===== src/rtl/hdc_pkg.sv =====
// Shared hyperdimensional-computing types and defaults for the bundling datapath.
// Holds the hypervector type and the bundler FSM state encoding.
package hdc_pkg;

  localparam int HV_DIM = 64;
  localparam int CNT_W  = 8;

  typedef logic [HV_DIM-1:0] hv_t;

  typedef enum logic [1:0] {
    IDLE,
    ACCUM,
    THRESH,
    OUT
  } bundler_state_e;

endpackage


===== src/rtl/hv_bit_counter.sv =====
// One bundling dimension: popcount of accepted sample bits plus registered majority decision.
// The decision register updates only in THRESH and holds through OUT under backpressure.
module hv_bit_counter #(
  parameter int CNT_W = hdc_pkg::CNT_W
) (
  input  logic             clk,
  input  logic             rst_n,
  input  logic             clr,
  input  logic             inc,
  input  logic             thresh,
  input  logic             tie_bit,
  input  logic [CNT_W-1:0] n_reg,
  output logic             maj_bit
);

  logic [CNT_W-1:0] cnt;
  logic [CNT_W+1:0] twice_cnt;
  logic [CNT_W+1:0] n_ext;

  // Compare 2*cnt against n with two guard bits so neither side can wrap.
  assign twice_cnt = {1'b0, cnt, 1'b0};
  assign n_ext     = {2'b00, n_reg};

  always_ff @(posedge clk or negedge rst_n) begin
    if (!rst_n) begin
      cnt <= '0;
    end else if (clr) begin
      cnt <= '0;
    end else if (inc) begin
      cnt <= cnt + {{(CNT_W-1){1'b0}}, 1'b1};
    end
  end

  always_ff @(posedge clk or negedge rst_n) begin
    if (!rst_n) begin
      maj_bit <= 1'b0;
    end else if (thresh) begin
      maj_bit <= (twice_cnt > n_ext) | ((twice_cnt == n_ext) & tie_bit);
    end
  end

endmodule


===== src/rtl/hv_bundler.sv =====
// Majority bundler: popcounts num_samples hypervectors, result valid 2 cycles after last beat, held until bundle_ready.
// HV_BUNDLER_TIEBREAK_EN resolves ties with the first sample of the bundle instead of 0.
module hv_bundler #(
  parameter int HV_DIM = hdc_pkg::HV_DIM,
  parameter int CNT_W  = hdc_pkg::CNT_W
) (
  input  logic              clk,
  input  logic              rst_n,
  input  logic              start,
  input  logic [CNT_W-1:0]  num_samples,
  input  logic              hv_valid,
  input  logic [HV_DIM-1:0] hv_in,
  output logic              hv_ready,
  output logic              bundle_valid,
  output logic [HV_DIM-1:0] bundle_out,
  input  logic              bundle_ready,
  output logic              busy,
  output logic [CNT_W-1:0]  sample_cnt
);
  import hdc_pkg::*;

  localparam logic [CNT_W-1:0] ONE = {{(CNT_W-1){1'b0}}, 1'b1};

  bundler_state_e    state, state_nxt;
  logic [CNT_W-1:0]  n_reg;
  logic              start_acc;
  logic              accept;
  logic              last_beat;
  logic [HV_DIM-1:0] tie_vec;

  assign hv_ready     = (state == ACCUM);
  assign bundle_valid = (state == OUT);
  assign busy         = (state != IDLE);
  assign start_acc    = (state == IDLE) && start;
  assign accept       = hv_valid && hv_ready;
  assign last_beat    = accept && ((sample_cnt + ONE) == n_reg);

  always_ff @(posedge clk or negedge rst_n) begin
    if (!rst_n) begin
      state <= IDLE;
    end else begin
      state <= state_nxt;
    end
  end

  always_comb begin
    state_nxt = state;
    case (state)
      IDLE:    if (start) state_nxt = (num_samples != '0) ? ACCUM : THRESH;
      ACCUM:   if (last_beat) state_nxt = THRESH;
      THRESH:  state_nxt = OUT;
      OUT:     if (bundle_ready) state_nxt = IDLE;
      default: state_nxt = IDLE;
    endcase
  end

  always_ff @(posedge clk or negedge rst_n) begin
    if (!rst_n) begin
      n_reg      <= '0;
      sample_cnt <= '0;
    end else if (start_acc) begin
      n_reg      <= num_samples;
      sample_cnt <= '0;
    end else if (accept) begin
      sample_cnt <= sample_cnt + ONE;
    end
  end

`ifdef HV_BUNDLER_TIEBREAK_EN
  logic [HV_DIM-1:0] tb_reg;

  always_ff @(posedge clk or negedge rst_n) begin
    if (!rst_n) begin
      tb_reg <= '0;
    end else if (start_acc) begin
      tb_reg <= '0;
    end else if (accept && (sample_cnt == '0)) begin
      tb_reg <= hv_in;
    end
  end

  assign tie_vec = tb_reg;
`else
  assign tie_vec = '0;
`endif

  for (genvar g = 0; g < HV_DIM; g++) begin : g_dim
    hv_bit_counter #(
      .CNT_W (CNT_W)
    ) u_bit (
      .clk     (clk),
      .rst_n   (rst_n),
      .clr     (start_acc),
      .inc     (accept & hv_in[g]),
      .thresh  (state == THRESH),
      .tie_bit (tie_vec[g]),
      .n_reg   (n_reg),
      .maj_bit (bundle_out[g])
    );
  end

endmodule


===== config.mk =====
export PLATFORM = sky130hd
export DESIGN_NAME = hv_bundler
export DESIGN_NICKNAME = d
export VERILOG_FILES = /design/src/rtl/hdc_pkg.sv /design/src/rtl/hv_bit_counter.sv /design/src/rtl/hv_bundler.sv
export SDC_FILE = /design/constraint.sdc
export NUM_CORES = 2
export LEC_CHECK = 0
export CELL_PAD_IN_SITES_DETAIL_PLACEMENT = 1
export CELL_PAD_IN_SITES_GLOBAL_PLACEMENT = 1
export CORE_ASPECT_RATIO = 0.7
export CORE_MARGIN = 5
export CORE_UTILIZATION = 50
export CTS_BUF_LIST = sky130_fd_sc_hd__clkbuf_8
export CTS_CLUSTER_SIZE = 16
export DETAILED_ROUTE_END_ITERATION = 6
export PLACE_DENSITY = 0.8
export SLEW_MARGIN = 30
export SYNTH_ARGS = -nofsm -noshare
export SYNTH_HDL_FRONTEND = slang
export SYNTH_SLANG_ARGS = --single-unit

===== constraint.sdc =====
create_clock -name clk -period 7 [get_ports clk]
set_clock_uncertainty 0.15 [all_clocks]
set_input_delay 1.4 -clock clk [delete_from_list [all_inputs] [get_ports clk]]
set_output_delay 1.4 -clock clk [all_outputs]
set_load 0.01 [all_outputs]

* Word level (Yosys, flattened, before mapping) *
Index checks and enable logic that the tools add are counted.

cells by class
  add/sub/neg operators = 65
  $lt $le $gt $ge = 64
  eq/ne operators = 7
  muxes and demuxes = 135
  bitwise gates (word level) = 64
  reduce and logical (&&, ||, !) cells = 72

operator list
  operator             count
  $mux 8               130
  $gt 9x8->1           64
  $add 8x1->8 const B  65
  $reduce_bool 2->1    66
  $and 1x1->1          64
  $eq 8x8->1           1
  $mux 2               4
  $pmux 2 s4           1
  $reduce_bool 8->1    1
  $eq 2x2->1 const B   2
  $ne 2x1->1 const B   2
  $logic_and 1x1->1    3
  $reduce_and 3->1     1
  $eq 2x1->1 const B   1
  $logic_not 2->1      1
  $ne 2x2->1 const B   1

word-level totals
  register bits = 594
  bits of input ports = 77
  output and inout bits = 75
  word-level logic and storage cells = 538

* Depth between registers and ports, before layout *
  depth after elaboration = 5
  gate-level depth with buffers = 11

* Modules after synthesis *
From an unflattened synthesis, not the netlist that was laid out.

second synthesis, totals
  cell total of the unflattened synthesis = 4293
  area total of the unflattened synthesis = 40331.2 um2

modules (own cells, without submodules)
  module                                times used  cells each  area each (um2)  sequential area each (um2)
  hv_bit_counter at g_dim[0].u_bit ...  63          64          606.8            225.2
  hv_bundler                            1           194         1491.4           450.4
  hv_bit_counter at g_dim[51].u_bit     1           67          609.3            225.2

* Worst setup path after synthesis *
OpenSTA, ideal clock, no wires.

  path type = register to register
  from = reg n_reg[2]
  to = reg g_dim[53].u_bit.maj_bit
  setup time = 0.137 ns
  arrival = 2.746 ns
  setup slack = 3.967 ns
  stages on the path, launching flop included = 9
  clock period less this slack = 3.033 ns
  cell sequence = dfrtp_1 > inv_1 > ha_1 > a21o_1 > a21o_1 > a21oi_1 > o21ai_0 > a21oi_1 > a21oi_1

on the way
  longest elaborated chain between the ends = 1

ends and longest elaborated chain
  what                    RTL line              text
  from (decl)             hv_bundler.sv:25      logic [CNT_W-1:0] n_reg;
  from (signal assigned)  hv_bundler.sv:62      n_reg <= num_samples;
  $gt 9x8->1              hv_bit_counter.sv:38  maj_bit <= (twice_cnt > n_ext) | ((twice_cnt == n_ext) & tie_bit);
  to (signal assigned)    hv_bit_counter.sv:38
  to (decl)               hv_bit_counter.sv:13  output logic maj_bit

No other way between the ends.
A chain may end at the register's enable or synchronous reset.

* Worst setup path after layout *
  from = reg state[0]
  to = out busy

on the way
  longest elaborated chain between the ends = 1

ends and longest elaborated chain
  what                    RTL line          text
  from (decl)             hv_bundler.sv:24  bundler_state_e state, state_nxt;
  from (signal assigned)  hv_bundler.sv:42  state <= state_nxt;
  $reduce_bool 2->1       hv_bundler.sv:33  assign busy = (state != IDLE);
  to (decl)               hv_bundler.sv:17  output logic busy,

No other way between the ends.

==> impl_metrics.env <==
export IMPL_status="complete, no violations"
export IMPL_critPathBufInv=3
export IMPL_final_nets=4558
export IMPL_start_kind="register"
export IMPL_hold_path_class="register to register"
export IMPL_design_core_area_mm2=0.0737
export IMPL_cts_root_buf="clkbuf_8"
export IMPL_dp_hpwl_mm=65.9
export IMPL_cp_cell_sequence="inv_1 > ha_1 > inv_1 > clkdlybuf4s50_1"
export IMPL_multi_input_area_mm2=0.0215
export IMPL_power_mw=12.0
export IMPL_setup_viol=0
export IMPL_synth_top_flop_cell="dfrtp_1"
export IMPL_grt_max_degree=158
export IMPL_grt_use_total=0.256
export IMPL_crit_path_top_delay_cell="clkdlybuf4s50_1"
export IMPL_cts_hold_buf=0
export IMPL_syn_inst=3861
export IMPL_cts_clk_slew_worst_paths_ns=0.06
export IMPL_totalWireLength_mm=103
export IMPL_die_w_um=337
export IMPL_async_flop_share=1.00
export IMPL_p_comb_frac=0.238
export IMPL_path_class="register to output pin"
export IMPL_fmax_ghz=0.271
export IMPL_swShare=0.364
export IMPL_cts_resized=0
export IMPL_io_buffers=151
export IMPL_seq_area_mm2=0.0149
export IMPL_h_tree_depth=3
export IMPL_place_ws_ns=2.84
export IMPL_required_ns=5.45
export IMPL_r2r_slack_ns=3.65
export IMPL_synth_seq_cells=594
export IMPL_slew_viol_final=0
export IMPL_crit_top_cell="inv_1"
export IMPL_powerDensity_mw_per_mm2=289
export IMPL_reg_top3="g_dim.u_bit.cnt: 512 flops, g_dim.u_bit.maj_bit: 64 flops"
export IMPL_synth_distinct_cells=45
export IMPL_rsz0062_at_grt="no"
export IMPL_drc=0
export IMPL_synth_edf_count=0
export IMPL_antenna_found_initial=3
export IMPL_syn_area_mm2=0.0374
export IMPL_drt_iter0_drc=1627
export IMPL_cts_tree="yes"
export IMPL_via_per_inst=5.81
export IMPL_p_leak_nw=21.5
export IMPL_max_slew_worst_pin_slew_ns=0.942
export IMPL_fin_ws_ns=3.31
export IMPL_cp_max_fo=4
export IMPL_syn_area_per_cell_um2=9.68
export IMPL_drive_gt1_frac=0.0558
export IMPL_fill_cells=8274
export IMPL_cts_inserted_buffers=102
export IMPL_clock_latency_ns=0.72
export IMPL_ir_drop_v=0.000182
export IMPL_crit_family="buffers and inverters"
export IMPL_pin_count=152
export IMPL_ant_nets=0
export IMPL_crit_arrival_ns=2.14
export IMPL_ys_seq_area_frac=0.398
export IMPL_cts_setup_buffers=0
export IMPL_slew_headroom=0.372
export IMPL_setup_tns_ns=0
export IMPL_pwr_share_seq=0.481
export IMPL_p_clk_frac=0.280
export IMPL_dr_pass1_iters=4
export IMPL_post_drt_wl_per_cell_um=20.5
export IMPL_ys_warn_count=0
export IMPL_period_share=0.528
export IMPL_vias=29200
export IMPL_start_util=0.507
export IMPL_fp_dieH_um=239
export IMPL_dieArea_mm2=0.0804
export IMPL_gp_congestion=0.777
export IMPL_cts_num_sinks=594
export IMPL_hold_viol=0
export IMPL_top_register="g_dim.u_bit.cnt"
export IMPL_power_switching_mw=4.39
export IMPL_cts_buffer_depth=3
export IMPL_synth_nets=4456
export IMPL_max_stage_delay_ns=0.48
export IMPL_end_kind="output pin"
export IMPL_period_minus_slack_ns=3.69
export IMPL_overflow=0
export IMPL_rows=83
export IMPL_grt_first_pass_wirelength_mm=168
export IMPL_largest_register_ffs=512
export IMPL_area_delta_synth_final_pct=11.5
export IMPL_cap_violations=0
export IMPL_intPower_mw=7.66
export IMPL_grt_pass1_vias=31100
-- cell usage in the layout (no fill, tap or decap), types with 58 or more instances in the layout --
master,netlist,layout
clkdlybuf4s50_1,0,150
or3_1,58,58
a21o_1,152,152
nor4b_1,72,72
xnor2_1,143,143
nand3_1,398,398
xor2_1,316,316
nand2_1,159,158
and3_1,125,125
clkbuf_8,1,139
nor2_1,516,516
nand4_1,72,72
ha_1,518,517
o21ai_0,84,84
dfrtp_1,594,593
a21oi_1,281,281
-- power groups by stage --
| stage | clock network (mW) | logic (mW) | registers [mW] |
|---|---|---|---|
| final | 3.38 | 2.87 | 5.79 |
| after global routing | 3.63 | 3.35 | 5.96 |
| after CTS | 3.48 | 2.90 | 5.77 |
| after detailed placement | 0 | 2.85 | 5.82 |
| after global placement | 0 | 2.65 | 5.77 |
| after floorplan | 0 | 2.15 | 5.41 |
-- routing by layer --
| layer | vias up | track usage | routed length (um) |
|---|---|---|---|
| li1 | 13900 | - | - |
| met1 | 14700 | 0.355 | 49200 |
| met2 | 408 | 0.421 | 47600 |
| met3 | 177 | 0.0383 | 3380 |
| met4 | 4 | 0.0738 | 2750 |
| met5 | - | 0 | 32 |
-- worst register-to-register path: cells and delay by family (launching register included) --
family	cells	cell delay (ns)
AO/OA/AOI/OAI	6	1.01
adder cells (fa/ha/maj)	1	0.41
buffers and inverters	2	1.17
flip-flops	1	0.44
-- area by class of cell --
| type | count | area share |
|---|---|---|
| diodes | 1 | 0.0000600 |
| clock buffers | 139 | 0.0459 |
| clock inverters | 53 | 0.00699 |
| inverters | 21 | 0.00231 |
| multi-input cells | 3067 | 0.515 |
| flip-flops and latches | 594 | 0.357 |
| well taps | 977 | 0.0293 |
| repair buffers | 177 | 0.0435 |
-- per-stage QoR --
step,cell area (um^2),cells,hold WS [ns],utilization
2_1_floorplan,37400,3861,0.318,-
3_3_place_gp,39400,4835,0.359,0.535
3_5_place_dp,39400,4835,0.368,0.535
4_1_cts,41600,5027,0.380,0.565
5_1_grt,41700,5029,0.408,0.565
6_report,41700,5029,0.375,0.565
-- cells in the mapped netlist, types with 16 or more instances --
| master | instances | area [um^2] |
|---|---|---|
| ha_1 | 518 | 6480 |
| nand4b_1 | 39 | 342 |
| a21oi_1 | 281 | 1410 |
| buf_4 | 67 | 503 |
| nor2b_1 | 36 | 225 |
| a21oi_2 | 18 | 158 |
| clkbuf_1 | 88 | 330 |
| nor4b_1 | 72 | 631 |
| xor2_1 | 316 | 2770 |
| dfrtp_1 | 594 | 14900 |
| inv_1 | 21 | 78.8 |
| buf_2 | 16 | 80.1 |
| o21ai_0 | 84 | 420 |
| nor2_1 | 516 | 1940 |
| and3_1 | 125 | 782 |
| or3_1 | 58 | 363 |
| a21o_1 | 152 | 1140 |
| nand3_1 | 398 | 1990 |
| xnor2_1 | 143 | 1250 |
| nor3_1 | 39 | 195 |
| nand4_1 | 72 | 450 |
| nand2_1 | 159 | 597 |
-- logic make-up (layout without fill, tap and decap cells) --
family / Yosys count / after routing / share of synthesized area
buf+inv: 200 / 390 / 0.0283
simple gates: 1526 / 1526 / 0.203
other cells: 0 / 1 / 0
flops: 594 / 594 / 0.398
mux: 4 / 4 / 0.00110
compound gates: 560 / 560 / 0.0885
fa+ha+maj: 518 / 518 / 0.173
xor+xnor: 459 / 459 / 0.108
-- path summary, 6_finish.rpt --
path	startpoint	to	depth (start not counted)
max	state[0]	busy	4
min	g_dim[48].u_bit.maj_bit	g_dim[48].u_bit.maj_bit	2
max reg2reg	n_reg[2]	g_dim[22].u_bit.maj_bit	9
min reg2reg	g_dim[48].u_bit.maj_bit	g_dim[48].u_bit.maj_bit	2
max in group asynchronous	rst_n	g_dim[0].u_bit.cnt[6]	2
min in group asynchronous	rst_n	g_dim[32].u_bit.maj_bit	1
Power figures use the tool's default switching activity.
